### config.mk
export PLATFORM = sky130hd
export DESIGN_NAME = button_conditioner
export DESIGN_NICKNAME = d
export VERILOG_FILES = /design/src/rtl/button_conditioner.sv
export SDC_FILE = /design/constraint.sdc
export NUM_CORES = 1
export LEC_CHECK = 0
export CAP_MARGIN = 10
export CORE_MARGIN = 2
export CORE_UTILIZATION = 50
export DETAILED_ROUTE_END_ITERATION = 7
export PLACE_DENSITY = 0.78
export SKIP_CTS_REPAIR_TIMING = 1
export SLEW_MARGIN = 20
export SYNTH_ARGS = -nofsm -noshare
export SYNTH_HDL_FRONTEND = slang
export SYNTH_SLANG_ARGS = --single-unit
### constraint.sdc
create_clock -name clk -period 2 [get_ports clk]
set_input_delay 0.4 -clock clk [delete_from_list [all_inputs] [get_ports clk]]
set_output_delay 0.4 -clock clk [all_outputs]
set_load 0.01 [all_outputs]
### src/rtl/button_conditioner.sv
`default_nettype none
// ============================================================================
// Module      : button_conditioner
// Description : Per-button 2-flop synchronizer, counter debouncer and
//               rising-edge one-shot feeding bicycle_fsm (faster/slower/next).
//               Optional feature macro: AUTO_REPEAT_EN (held-button repeat).
// Revision    : 1.0 - initial release
// ============================================================================
module button_conditioner #(
    parameter int                   N_BUTTONS       = 3,
    parameter int                   DEBOUNCE_CYCLES = 250000,
    parameter int                   CNT_W           = $clog2(DEBOUNCE_CYCLES),
    parameter int                   REPEAT_DELAY    = 50000000,
    parameter int                   REPEAT_PERIOD   = 12500000,
    parameter logic [N_BUTTONS-1:0] REPEAT_MASK     = 3'b011
) (
    input  logic                 clk,
    input  logic                 reset,
    input  logic [N_BUTTONS-1:0] btn_raw,
    output logic [N_BUTTONS-1:0] btn_level,
    output logic [N_BUTTONS-1:0] btn_pulse
);

    localparam logic [CNT_W-1:0] c_CNT_LAST = CNT_W'(DEBOUNCE_CYCLES - 1);

`ifdef AUTO_REPEAT_EN
    localparam int c_RPT_MAX = (REPEAT_DELAY > REPEAT_PERIOD) ? REPEAT_DELAY : REPEAT_PERIOD;
    localparam int c_RPT_W   = $clog2(c_RPT_MAX + 1);
    localparam logic [c_RPT_W-1:0] c_RPT_DELAY_LAST  = c_RPT_W'(REPEAT_DELAY - 1);
    localparam logic [c_RPT_W-1:0] c_RPT_PERIOD_LAST = c_RPT_W'(REPEAT_PERIOD - 1);
`else
    logic w_unused_cfg;
    assign w_unused_cfg = ^{REPEAT_MASK, REPEAT_DELAY[0], REPEAT_PERIOD[0]};
`endif

    genvar i;
    generate
        for (i = 0; i < N_BUTTONS; i++) begin : g_chan
            logic             r_sync1;
            logic             r_sync2;
            logic             r_level;
            logic             r_pulse;
            logic [CNT_W-1:0] r_cnt;
            logic             w_differs;
            logic             w_terminal;
            logic             w_press;
            logic             w_repeat;

            assign w_differs  = r_sync2 ^ r_level;
            assign w_terminal = w_differs && (r_cnt == c_CNT_LAST);
            assign w_press    = w_terminal && r_sync2;

            // The pulse is registered on the same edge the level rises so both appear together.
            always_ff @(posedge clk or negedge reset) begin
                if (!reset) begin
                    r_sync1 <= 1'b0;
                    r_sync2 <= 1'b0;
                    r_level <= 1'b0;
                    r_pulse <= 1'b0;
                    r_cnt   <= '0;
                end else begin
                    r_sync1 <= btn_raw[i];
                    r_sync2 <= r_sync1;
                    if (!w_differs) begin
                        r_cnt <= '0;
                    end else if (w_terminal) begin
                        r_cnt   <= '0;
                        r_level <= r_sync2;
                    end else begin
                        r_cnt <= r_cnt + 1'b1;
                    end
                    r_pulse <= w_press || w_repeat;
                end
            end

`ifdef AUTO_REPEAT_EN
            if (REPEAT_MASK[i]) begin : g_repeat
                logic [c_RPT_W-1:0] r_rpt_cnt;
                logic               r_rpt_active;
                logic               r_rpt_periodic;
                logic [c_RPT_W-1:0] w_rpt_target;
                logic               w_release;
                logic               w_rpt_hit;

                assign w_release    = w_terminal && !r_sync2;
                assign w_rpt_target = r_rpt_periodic ? c_RPT_PERIOD_LAST : c_RPT_DELAY_LAST;
                // A release on the same edge wins: no repeat pulse as the button lets go.
                assign w_rpt_hit    = r_rpt_active && !w_release && (r_rpt_cnt == w_rpt_target);
                assign w_repeat     = w_rpt_hit;

                always_ff @(posedge clk or negedge reset) begin
                    if (!reset) begin
                        r_rpt_cnt      <= '0;
                        r_rpt_active   <= 1'b0;
                        r_rpt_periodic <= 1'b0;
                    end else if (w_press) begin
                        r_rpt_cnt      <= '0;
                        r_rpt_active   <= 1'b1;
                        r_rpt_periodic <= 1'b0;
                    end else if (w_release) begin
                        r_rpt_cnt      <= '0;
                        r_rpt_active   <= 1'b0;
                        r_rpt_periodic <= 1'b0;
                    end else if (w_rpt_hit) begin
                        r_rpt_cnt      <= '0;
                        r_rpt_periodic <= 1'b1;
                    end else if (r_rpt_active) begin
                        r_rpt_cnt <= r_rpt_cnt + 1'b1;
                    end
                end
            end else begin : g_no_repeat
                assign w_repeat = 1'b0;
            end
`else
            assign w_repeat = 1'b0;
`endif

            assign btn_level[i] = r_level;
            assign btn_pulse[i] = r_pulse;
        end
    endgenerate

endmodule
`default_nettype wire
==> flow_summary.toml <==
[grt]
grt_use_met3 = 0.05169
use_met1 = 0.2398
grt_pass1_wl_um = 9887
grt_pass1_vias = 2213
grt_max_degree = 67
grt-ovfl-total = 0
antenna_found_initial = 0
grt_usage = 0.1772
grt-busiest-layer = "met2"
grtUsageMet2 = 0.2720

[setup_path]
critPathMaxFanout = 5
cp.arrival_ps = 2060
crit_path_max_incr_delay_ps = 580
cp_slowest_cell = "or4_4"
crit_path_cell_trace = "nor4_1 > nand4_1 > or4_4 > mux2_4"
required_ps = 2220
worstSetupPathType = "flip-flop to flip-flop"
worstSetupStartpointType = "flip-flop"
crit_path_end_kind = "flip-flop"

[pwr]
p_per_area_mw_per_mm2 = 689.9
total_leakage_power_nw = 1.437
ir_drop_mv = 0.4019

[timing]
timing.hold.ws_ps = 66.97
rsz0062_at_grt = "no"
tightest_slew_ps = 391.8
relSlewSlack = 0.7364
drv_slew = 0
min_period_over_period = 0.9197
fmax_mhz = 543.6
setup_viol = 0
finalClockSkew_ps = 9.228
min_period_ps = 1839
hold_violations = 0
fin_tns_setup_ps = 0

[die]
die_h_um = 83.05
fp.dieW_um = 83.05
die_area_mm2 = 0.006896
core_mm2 = 0.005991
initial_core_util = 0.5215
rows = 28
io-pin-count = 11

[synthesis]
synth-main-ff-cell = "dfrtp_1"
yosysMostFrequentCell = "dfrtp_1"
synth_top_area_frac = 0.5286
synth_cells = 303
syn_avg_cell_area_um2 = 10.31
synth_fp_nets = 311
ys_warn_count = 0
async_flop_share = 1.000
synth_top_cell_by_area = "dfrtp_1"
syn_area_mm2 = 0.003124
synth_edf_count = 0
synth-seq-area-share = 0.5286
netlist_top_cells_count = "dfrtp_1 (66), nor2_1 (59), xnor2_1 (36)"
synth_cell_types = 37
synth_seq_cells = 66
synth.top_cells.by_area = "dfrtp_1 (53%), xnor2_1 (10%), nor2_1 (7.1%), nand4_1 (3.0%), nand3_1 (2.9%)"

[finish]
drive_above_1_share = 0.1231
seqCellArea_mm2 = 0.001652
fill_cells = 508
diodes = 0
area_growth_pct = 13.38
final_core_util = 0.5913
final_nets = 337
multi_input_area_mm2 = 0.001365

[routing]
routed_via_density = 5.441
routed-via-count = 2220
avgRoutedWirePerCell_um = 13.15
routed_wl_um = 5367
drcViolationCount = 0
drtIter0Drc = 120
ant_nets = 0
drtPass1Iterations = 4

[clock_tree]
clock_sinks = 66
cts-htree-levels = 3
clock_path_buffers = 2
cts_tree = "built"
cts_root_buf = "clkbuf_8"
numCtsBuffers = 9
clk_latency_ps = 340
clkTransAtPathRegs_ps = 70

[place]
hpwl_um = 3648
globalplace.congestion = 0.8217
port-buffer-count = 10

[worst_hold_path]
hold_path_class = "input port to asynchronous set/reset pin"

[run_status]
outcome = "complete, no violations"

[run]
cap_violations = 0
[flip-flops by register name (all words and copies together), names as in the netlist]
signal          flops
g_chan.r_sync2      3
g_chan.r_level      3
g_chan.r_pulse      3
g_chan.r_cnt       54
g_chan.r_sync1      3
[path summary, 6_finish.rpt]
kind,startpoint,end,slack (ps),cells after the start
worst max-delay path,g_chan[1].r_cnt[10],g_chan[1].r_level,160,4
worst min-delay path,reset,g_chan[2].r_cnt[6],70,2
worst max register to register,g_chan[1].r_cnt[10],g_chan[1].r_level,160,4
worst min register to register,g_chan[1].r_sync1,g_chan[1].r_sync2,350,0
max in group asynchronous,reset,g_chan[0].r_cnt[15],1670,2
min in group clk,g_chan[1].r_sync1,g_chan[1].r_sync2,350,0
[placed cells by master (no fill, tap or decap), types with 11 or more instances in the layout]
| cell type | count |
|---|---|
| xnor2_1 | 36 |
| nand2_1 | 13 |
| dfrtp_1 | 66 |
| nor3_1 | 11 |
| clkbuf_8 | 11 |
| buf_4 | 13 |
| nand4_1 | 15 |
| nor4_1 | 12 |
| nor2_1 | 59 |
| inv_1 | 13 |
| nand3_1 | 18 |
[power by group]
group / internal [mW] / total (mW) / switching, mW
clock: 0.505 / 0.979 / 0.474
sequential: 1.36 / 1.37 / 0.0188
combinational: 0.0340 / 0.0906 / 0.0566
[metal layers]
metal | part of all wire | vias to the layer above
met5 | 0 | -
met4 | 0.015 | 0
met3 | 0.031 | 9
met2 | 0.47 | 35
met1 | 0.49 | 1080
li1 | - | 1096
[through the flow]
step | power [mW] | area (um^2) | worst slack, ps | instances
floorplan | 1.438 | 3124 | 160.2 | 303
global placement | 1.491 | 3372 | 155.5 | 393
detailed placement | 1.493 | 3372 | 165.0 | 393
global route | 2.554 | 3542 | 3.276 | 408
CTS | 2.480 | 3542 | 155.5 | 408
finish | 2.444 | 3542 | 160.6 | 408
[cell families (layout without fill, tap and decap cells)]
| family | Yosys count | in the layout | synth area share |
|---|---|---|---|
| simple gates | 148 | 148 | 0.2427 |
| flops | 66 | 66 | 0.5286 |
| xor+xnor | 44 | 44 | 0.1233 |
| buf+inv | 22 | 52 | 0.03444 |
| compound gates | 17 | 17 | 0.04686 |
| fa+ha+maj | 3 | 3 | 0.01202 |
| mux | 3 | 3 | 0.01201 |
[worst max-delay path, delay by kind of cell (launching register included)]
kind	cells	cell delay [ps]
mux	1	310
simple gates	3	1000
flops	1	430
[layout make-up]
class | instances | share of cell area
repair buffers | 24 | 0.06005
flip-flops and latches | 66 | 0.4663
clock inverters | 3 | 0.004239
well taps | 75 | 0.02649
clock buffers | 12 | 0.04380
multi-input cells | 215 | 0.3854
inverters | 13 | 0.01378
No activity file was read; power rests on OpenSTA's default activity.
